## src/rtl/seq_scan_ctrl_if.sv

```systemverilog
// rtl/seq_scan_ctrl_if.sv - byte stream into the 1101 scan controller
interface seq_scan_ctrl_if;
  logic       in_valid;
  logic [7:0] in_data;
  logic       in_ready;

  modport master (output in_valid, output in_data, input in_ready);
  modport slave  (input in_valid, input in_data, output in_ready);
endinterface

```

## src/rtl/seq_scan_ctrl.sv

```systemverilog
// rtl/seq_scan_ctrl.sv - frames bytes MSB-first onto a 1101 detector and tallies hits
module seq_scan_ctrl #(
  parameter int LEN_W = 8,
  parameter int CNT_W = 8
) (
  input  logic               clk,
  input  logic               rst,
  input  logic               start_i,
  input  logic               abort_i,
  input  logic [LEN_W-1:0]   len_i,
  seq_scan_ctrl_if.slave     in_if,
  output logic               det_rst_o,
  output logic               det_din_o,
  input  logic               det_y_i,
  output logic               busy_o,
  output logic               done_o,
  output logic               err_o,
  output logic [CNT_W-1:0]   hit_count_o,
  output logic               hit_seen_o,
  output logic [LEN_W+2:0]   first_hit_pos_o
);

  typedef enum logic [2:0] {
    ST_IDLE,
    ST_CLEAR,
    ST_LOAD,
    ST_SHIFT,
    ST_DONE
  } state_t;

  state_t             state_q, state_d;
  logic [LEN_W-1:0]   len_q, len_d;
  logic [LEN_W-1:0]   acc_q, acc_d;
  logic [7:0]         sr_q, sr_d;
  logic [7:0]         hold_q, hold_d;
  logic               hold_full_q, hold_full_d;
  logic [LEN_W+2:0]   pos_q, pos_d;
  logic               err_q, err_d;
  logic [CNT_W-1:0]   cnt_q, cnt_d;
  logic               seen_q, seen_d;
  logic [LEN_W+2:0]   first_q, first_d;
  logic               in_ready;
  logic               det_rst;
  logic               det_din;

  always_ff @(posedge clk or posedge rst) begin
    if (rst) begin
      state_q     <= ST_IDLE;
      len_q       <= '0;
      acc_q       <= '0;
      sr_q        <= '0;
      hold_q      <= '0;
      hold_full_q <= 1'b0;
      pos_q       <= '0;
      err_q       <= 1'b0;
      cnt_q       <= '0;
      seen_q      <= 1'b0;
      first_q     <= '0;
    end else begin
      state_q     <= state_d;
      len_q       <= len_d;
      acc_q       <= acc_d;
      sr_q        <= sr_d;
      hold_q      <= hold_d;
      hold_full_q <= hold_full_d;
      pos_q       <= pos_d;
      err_q       <= err_d;
      cnt_q       <= cnt_d;
      seen_q      <= seen_d;
      first_q     <= first_d;
    end
  end

  always_comb begin
    state_d     = state_q;
    len_d       = len_q;
    acc_d       = acc_q;
    sr_d        = sr_q;
    hold_d      = hold_q;
    hold_full_d = hold_full_q;
    pos_d       = pos_q;
    err_d       = err_q;
    cnt_d       = cnt_q;
    seen_d      = seen_q;
    first_d     = first_q;
    in_ready    = 1'b0;
    det_rst     = 1'b1;
    det_din     = 1'b0;

    case (state_q)
      ST_IDLE: begin
        if (start_i) begin
          len_d   = len_i;
          cnt_d   = '0;
          seen_d  = 1'b0;
          first_d = '0;
          err_d   = 1'b0;
          state_d = (len_i == '0) ? ST_DONE : ST_CLEAR;
        end
      end
      ST_CLEAR: begin
        if (abort_i) begin
          err_d   = 1'b1;
          state_d = ST_DONE;
        end else begin
          state_d = ST_LOAD;
        end
      end
      ST_LOAD: begin
        in_ready = 1'b1;
        if (abort_i) begin
          err_d   = 1'b1;
          state_d = ST_DONE;
        end else if (in_if.in_valid) begin
          sr_d        = in_if.in_data;
          pos_d       = '0;
          acc_d       = {{(LEN_W-1){1'b0}}, 1'b1};
          hold_full_d = 1'b0;
          state_d     = ST_SHIFT;
        end
      end
      ST_SHIFT: begin
        det_rst  = 1'b0;
        det_din  = sr_q[7];
        in_ready = !hold_full_q && (acc_q < len_q);
        if (abort_i) begin
          err_d   = 1'b1;
          state_d = ST_DONE;
        end else begin
          sr_d  = {sr_q[6:0], 1'b0};
          pos_d = pos_q + 1'b1;
          if (in_ready && in_if.in_valid) begin
            hold_d      = in_if.in_data;
            hold_full_d = 1'b1;
            acc_d       = acc_q + 1'b1;
          end
          if (det_y_i) begin
            if (cnt_q != '1) cnt_d = cnt_q + 1'b1;
            if (!seen_q) begin
              seen_d  = 1'b1;
              first_d = pos_q;
            end
          end
          // Only a byte already held before bit 7 can follow without a bubble.
          if (pos_q[2:0] == 3'd7) begin
            if (hold_full_q) begin
              sr_d        = hold_q;
              hold_full_d = 1'b0;
            end else if (acc_q == len_q) begin
              state_d = ST_DONE;
            end else begin
              err_d   = 1'b1;
              state_d = ST_DONE;
            end
          end
        end
      end
      ST_DONE: begin
        state_d = ST_IDLE;
      end
      default: begin
        state_d = ST_IDLE;
      end
    endcase
  end

  assign in_if.in_ready  = in_ready;
  assign det_rst_o       = det_rst;
  assign det_din_o       = det_din;
  assign busy_o          = (state_q != ST_IDLE);
  assign done_o          = (state_q == ST_DONE);
  assign err_o           = err_q;
  assign hit_count_o     = cnt_q;
  assign hit_seen_o      = seen_q;
  assign first_hit_pos_o = first_q;

endmodule
```

## src/flat_wrapper.sv

```systemverilog
// flat-port wrapper written by rule: the top's interface ports become plain ports
module seq_scan_ctrl_flat 
#(
  parameter int LEN_W = 8,
  parameter int CNT_W = 8
)
  (clk, rst, start_i, abort_i, len_i, det_rst_o, det_din_o, det_y_i, busy_o, done_o, err_o, hit_count_o, hit_seen_o, first_hit_pos_o, in_if_in_valid, in_if_in_data, in_if_in_ready);
  seq_scan_ctrl_if in_if_i ();
  input  logic clk;
  input  logic rst;
  input  logic start_i;
  input  logic abort_i;
  input  logic [LEN_W-1:0] len_i;
  output logic det_rst_o;
  output logic det_din_o;
  input  logic det_y_i;
  output logic busy_o;
  output logic done_o;
  output logic err_o;
  output logic [CNT_W-1:0] hit_count_o;
  output logic hit_seen_o;
  output logic [LEN_W+2:0] first_hit_pos_o;
  input wire logic [$bits(in_if_i.in_valid)-1:0] in_if_in_valid;
  input wire logic [$bits(in_if_i.in_data)-1:0] in_if_in_data;
  output wire logic [$bits(in_if_i.in_ready)-1:0] in_if_in_ready;
  assign in_if_i.in_valid = in_if_in_valid;
  assign in_if_i.in_data = in_if_in_data;
  assign in_if_in_ready = in_if_i.in_ready;
  seq_scan_ctrl #(.LEN_W(LEN_W), .CNT_W(CNT_W)) u_core (.clk(clk), .rst(rst), .start_i(start_i), .abort_i(abort_i), .len_i(len_i), .in_if(in_if_i), .det_rst_o(det_rst_o), .det_din_o(det_din_o), .det_y_i(det_y_i), .busy_o(busy_o), .done_o(done_o), .err_o(err_o), .hit_count_o(hit_count_o), .hit_seen_o(hit_seen_o), .first_hit_pos_o(first_hit_pos_o));
endmodule
```

## config.mk

```make
export PLATFORM = sky130hd
export DESIGN_NAME = seq_scan_ctrl_flat
export DESIGN_NICKNAME = d
export VERILOG_FILES = /design/src/rtl/seq_scan_ctrl_if.sv /design/src/rtl/seq_scan_ctrl.sv /design/src/flat_wrapper.sv
export SDC_FILE = /design/constraint.sdc
export NUM_CORES = 1
export LEC_CHECK = 0
export CAP_MARGIN = 5
export CORE_AREA = 2 2 104 106
export CTS_BUF_LIST = sky130_fd_sc_hd__clkbuf_8
export DETAILED_ROUTE_END_ITERATION = 8
export DIE_AREA = 0 0 106 108
export SYNTH_ARGS = -nofsm -noshare
export SYNTH_HDL_FRONTEND = slang
export SYNTH_SLANG_ARGS = --single-unit
```

## constraint.sdc

```tcl
create_clock -name clk -period 5.4 [get_ports clk]
set_clock_uncertainty 0.2 [all_clocks]
set_input_delay 1.62 -clock clk [delete_from_list [all_inputs] [get_ports clk]]
set_output_delay 1.62 -clock clk [all_outputs]
set_load 0.02 [all_outputs]
```

==> impl_metrics.toml <==
[placement]
hpwl_mm = 5.66
gp_congestion = 0.859
dpl.cell_count = 535
portBuffers = 47

[floorplanning]
coreArea_sq_um = 10200
die_h_um = 108
pin_count = 48
start_util_pct = 34.5
die_area_sq_um = 11400
num_rows = 37
chipWidth_um = 106

[timing]
hold_viol = 0
fin_crit_ns = 4.43
setup-tns-final_ns = 0
final_max_slew_viol_count = 0
fmax_mhz = 226
grt_setup_unrepaired = "no"
maxSlewHeadroom_pct = 33.6
setup_viol = 0
holdWs_ns = 0.277
worst_pin_slew_ns = 0.994
post-route-period-util_pct = 82.1

[drt]
via_per_inst = 5.17
post-route-drc-count = 0
drtPass1Iterations = 5
vias = 2851
wl_mm = 8.02
drt_iter0_markers = 146
wire_per_inst_um = 14.5
ant_nets = 0

[synthesis]
avgSynthCellArea_sq_um = 9.71
synth_edf_count = 0
synth_ff_type = "dfrtp_1"
async_flop_share_pct = 100
ys_types = 52
synth-compound-area-share_pct = 12.2
synth_top_family_by_area = "simple AND/OR/NAND/NOR gates"
synth_xor_area_share_pct = 2.73
synth-seq-cells = 68
synth_nets = 397
netlist_instances = 363
netlist_area_sq_um = 3530
muxShareOfSynthArea_pct = 4.83
synthAdderAreaFrac_pct = 4.26
ys_warn_count = 0
synth-simple-area-share_pct = 24.5
ys_seq_area_share_pct = 48.3

[cells_and_area]
final_net_count = 444
synthToLayoutAreaGrowth_pct = 22.7
mostFrequentLayoutCells = "68 x dfrtp_1, 60 x nand2_1, 47 x clkdlybuf4s50_1"
multi_input_area_sq_um = 1710
regArea_sq_um = 1700
diodes = 0
final_common_cell = "dfrtp_1"
stdcell_count = 551
drive_above_1_share_pct = 9.16
n_fill_cell = 1021

[clock_network]
cts_sinks = 68
post_cts_buffers = 0
cts_root_buffer = "clkbuf_8"
htreeDepth = 3
clkSlewWorstSetupHoldPaths_ns = 0.07
post_cts_resized = 0
clk_latency_ns = 0.34
cts_tree = "built"
cts_hold_buf = 0
clock_path_buffers = 2
cts_buffers = 9

[critical_path]
crit_chain = "ha_1 > nor2b_1 > o211ai_1 > a21o_1 > nand2_1 > a21oi_1 > clkdlybuf4s50_1"
critPathMaxFanout = 7
rr_startpoint = "u_core.state_q[1]$_DFFE_PP0P_"
cpLargestDelayFamily = "compound AO/OA/AOI/OAI gates"
slowest_stage = "clkdlybuf4s50_1"
max_stage_delay_ns = 0.62
crit_start = "u_core.acc_q[1]$_DFFE_PP0P_"
arrival_ns = 2.61
critPathRequiredTime_ns = 3.58
endpoint_kind = "output pin"
crit_buf_inv = 1
crit_type = "reg2out"
startpoint_type = "flip-flop"

[power_and_ir_drop]
p_leak_uw = 0.00193
vdd_drop_max_mv = 0.132
p_total_uw = 1630
power.density_nw_per_um2 = 377

[global_route]
grt_max_degree = 49
grtUsageTotal_pct = 14.9
antenna_found_initial = 0
grt_pass1_vias = 2867
grt_pass1_wl_mm = 13.6
grt.overflow.total = 0

[outcome]
outcome = "completed"

[job]
max-cap-violations = 0

[hold_path]
min_path_type = "reg2reg"
min-delay-start = "u_core.first_hit_pos_o[7]$_DFFE_PP0P_"
[worst register-to-register path: cells and delay by family (launching register included)]
family                 cells  cell delay [ns]
buffers and inverters      3             0.57
flip-flops                 1             0.63
multiplexers               1             0.38
AND/OR/NAND/NOR            3             1.03
[stage by stage]
stage / worst slack, ns / area (sq um) / utilization [%]
floorplan: 1.87 / 3530 / -
global placement: 1.39 / 4130 / 40.4
detailed placement: 1.32 / 4130 / 40.4
CTS: 0.929 / 4330 / 42.3
global route: 0.809 / 4330 / 42.3
finish: 0.966 / 4330 / 42.3
[cells by family (layout without fill, tap and decap cells)]
logic type	count (synthesis)	after routing
buffers and inverters	28	80
AO/OA/AOI/OAI	65	65
multiplexers	16	16
adder cells (fa/ha/maj)	12	12
XOR/XNOR	11	11
flip-flops	68	68
AND/OR/NAND/NOR	163	163
[per-layer routing]
layer,track usage (%),share of wire (%),vias up
li1,-,-,1398
met1,19.3,47,1372
met2,24.5,48,63
met3,2.59,3.5,18
met4,6.86,1.8,0
met5,0,0,-
[worst paths after layout]
kind	end	slack, ns	depth (start not counted)
max in group asynchronous	u_core.len_q[1]$_DFFE_PP0P_	2.49	3
min reg2reg	u_core.first_hit_pos_o[7]$_DFFE_PP0P_	0.28	2
min	u_core.first_hit_pos_o[7]$_DFFE_PP0P_	0.28	2
max	in_if_in_ready	0.97	7
min in group asynchronous	u_core.hit_count_o[7]$_DFFE_PP0P_	1.63	2
max reg2reg	u_core.hold_q[2]$_DFFE_PP0P_	2.48	7
[sequential cells by signal (all words and copies together) (netlist names)]
register and count:
u_core.first_hit_pos_o 11, u_core.state_q 3, u_core.pos_q 11, u_core.hit_count_o 8, u_core.err_o 1, u_core.hold_q 8, u_core.len_q 8, u_core.hit_seen_o 1
u_core.sr_q 8, u_core.acc_q 8, u_core.hold_full_q 1
[layout make-up]
class                      count  share of cell area [%]
tap                          136                    3.93
multi-input combinational    267                    39.5
inverter                      13                    1.13
sequential                    68                    39.3
clock buffer                  10                    3.18
clock inverter                 6                    1.30
timing repair buffer          51                    11.6
[cells in the mapped netlist (8+ instances only)]
cell	count	area, sq um
dfrtp_1	68	1700
nand2_1	60	225
o21ai_0	29	145
nor2_1	22	82.6
inv_1	13	48.8
nor3_1	13	65.1
ha_1	12	150
nand4_1	12	75.1
nand3_1	9	45.0
mux2_2	8	90.1
mux2i_1	8	80.1
[power by group]
group / leakage (uW) / switching (uW) / total (uW) / internal (uW)
Combinational: 0.000913 / 277 / 485 / 207
Clock: 0.000109 / 195 / 417 / 222
Sequential: 0.000911 / 103 / 728 / 625
Note: power is estimated with default switching activity, not from simulation.
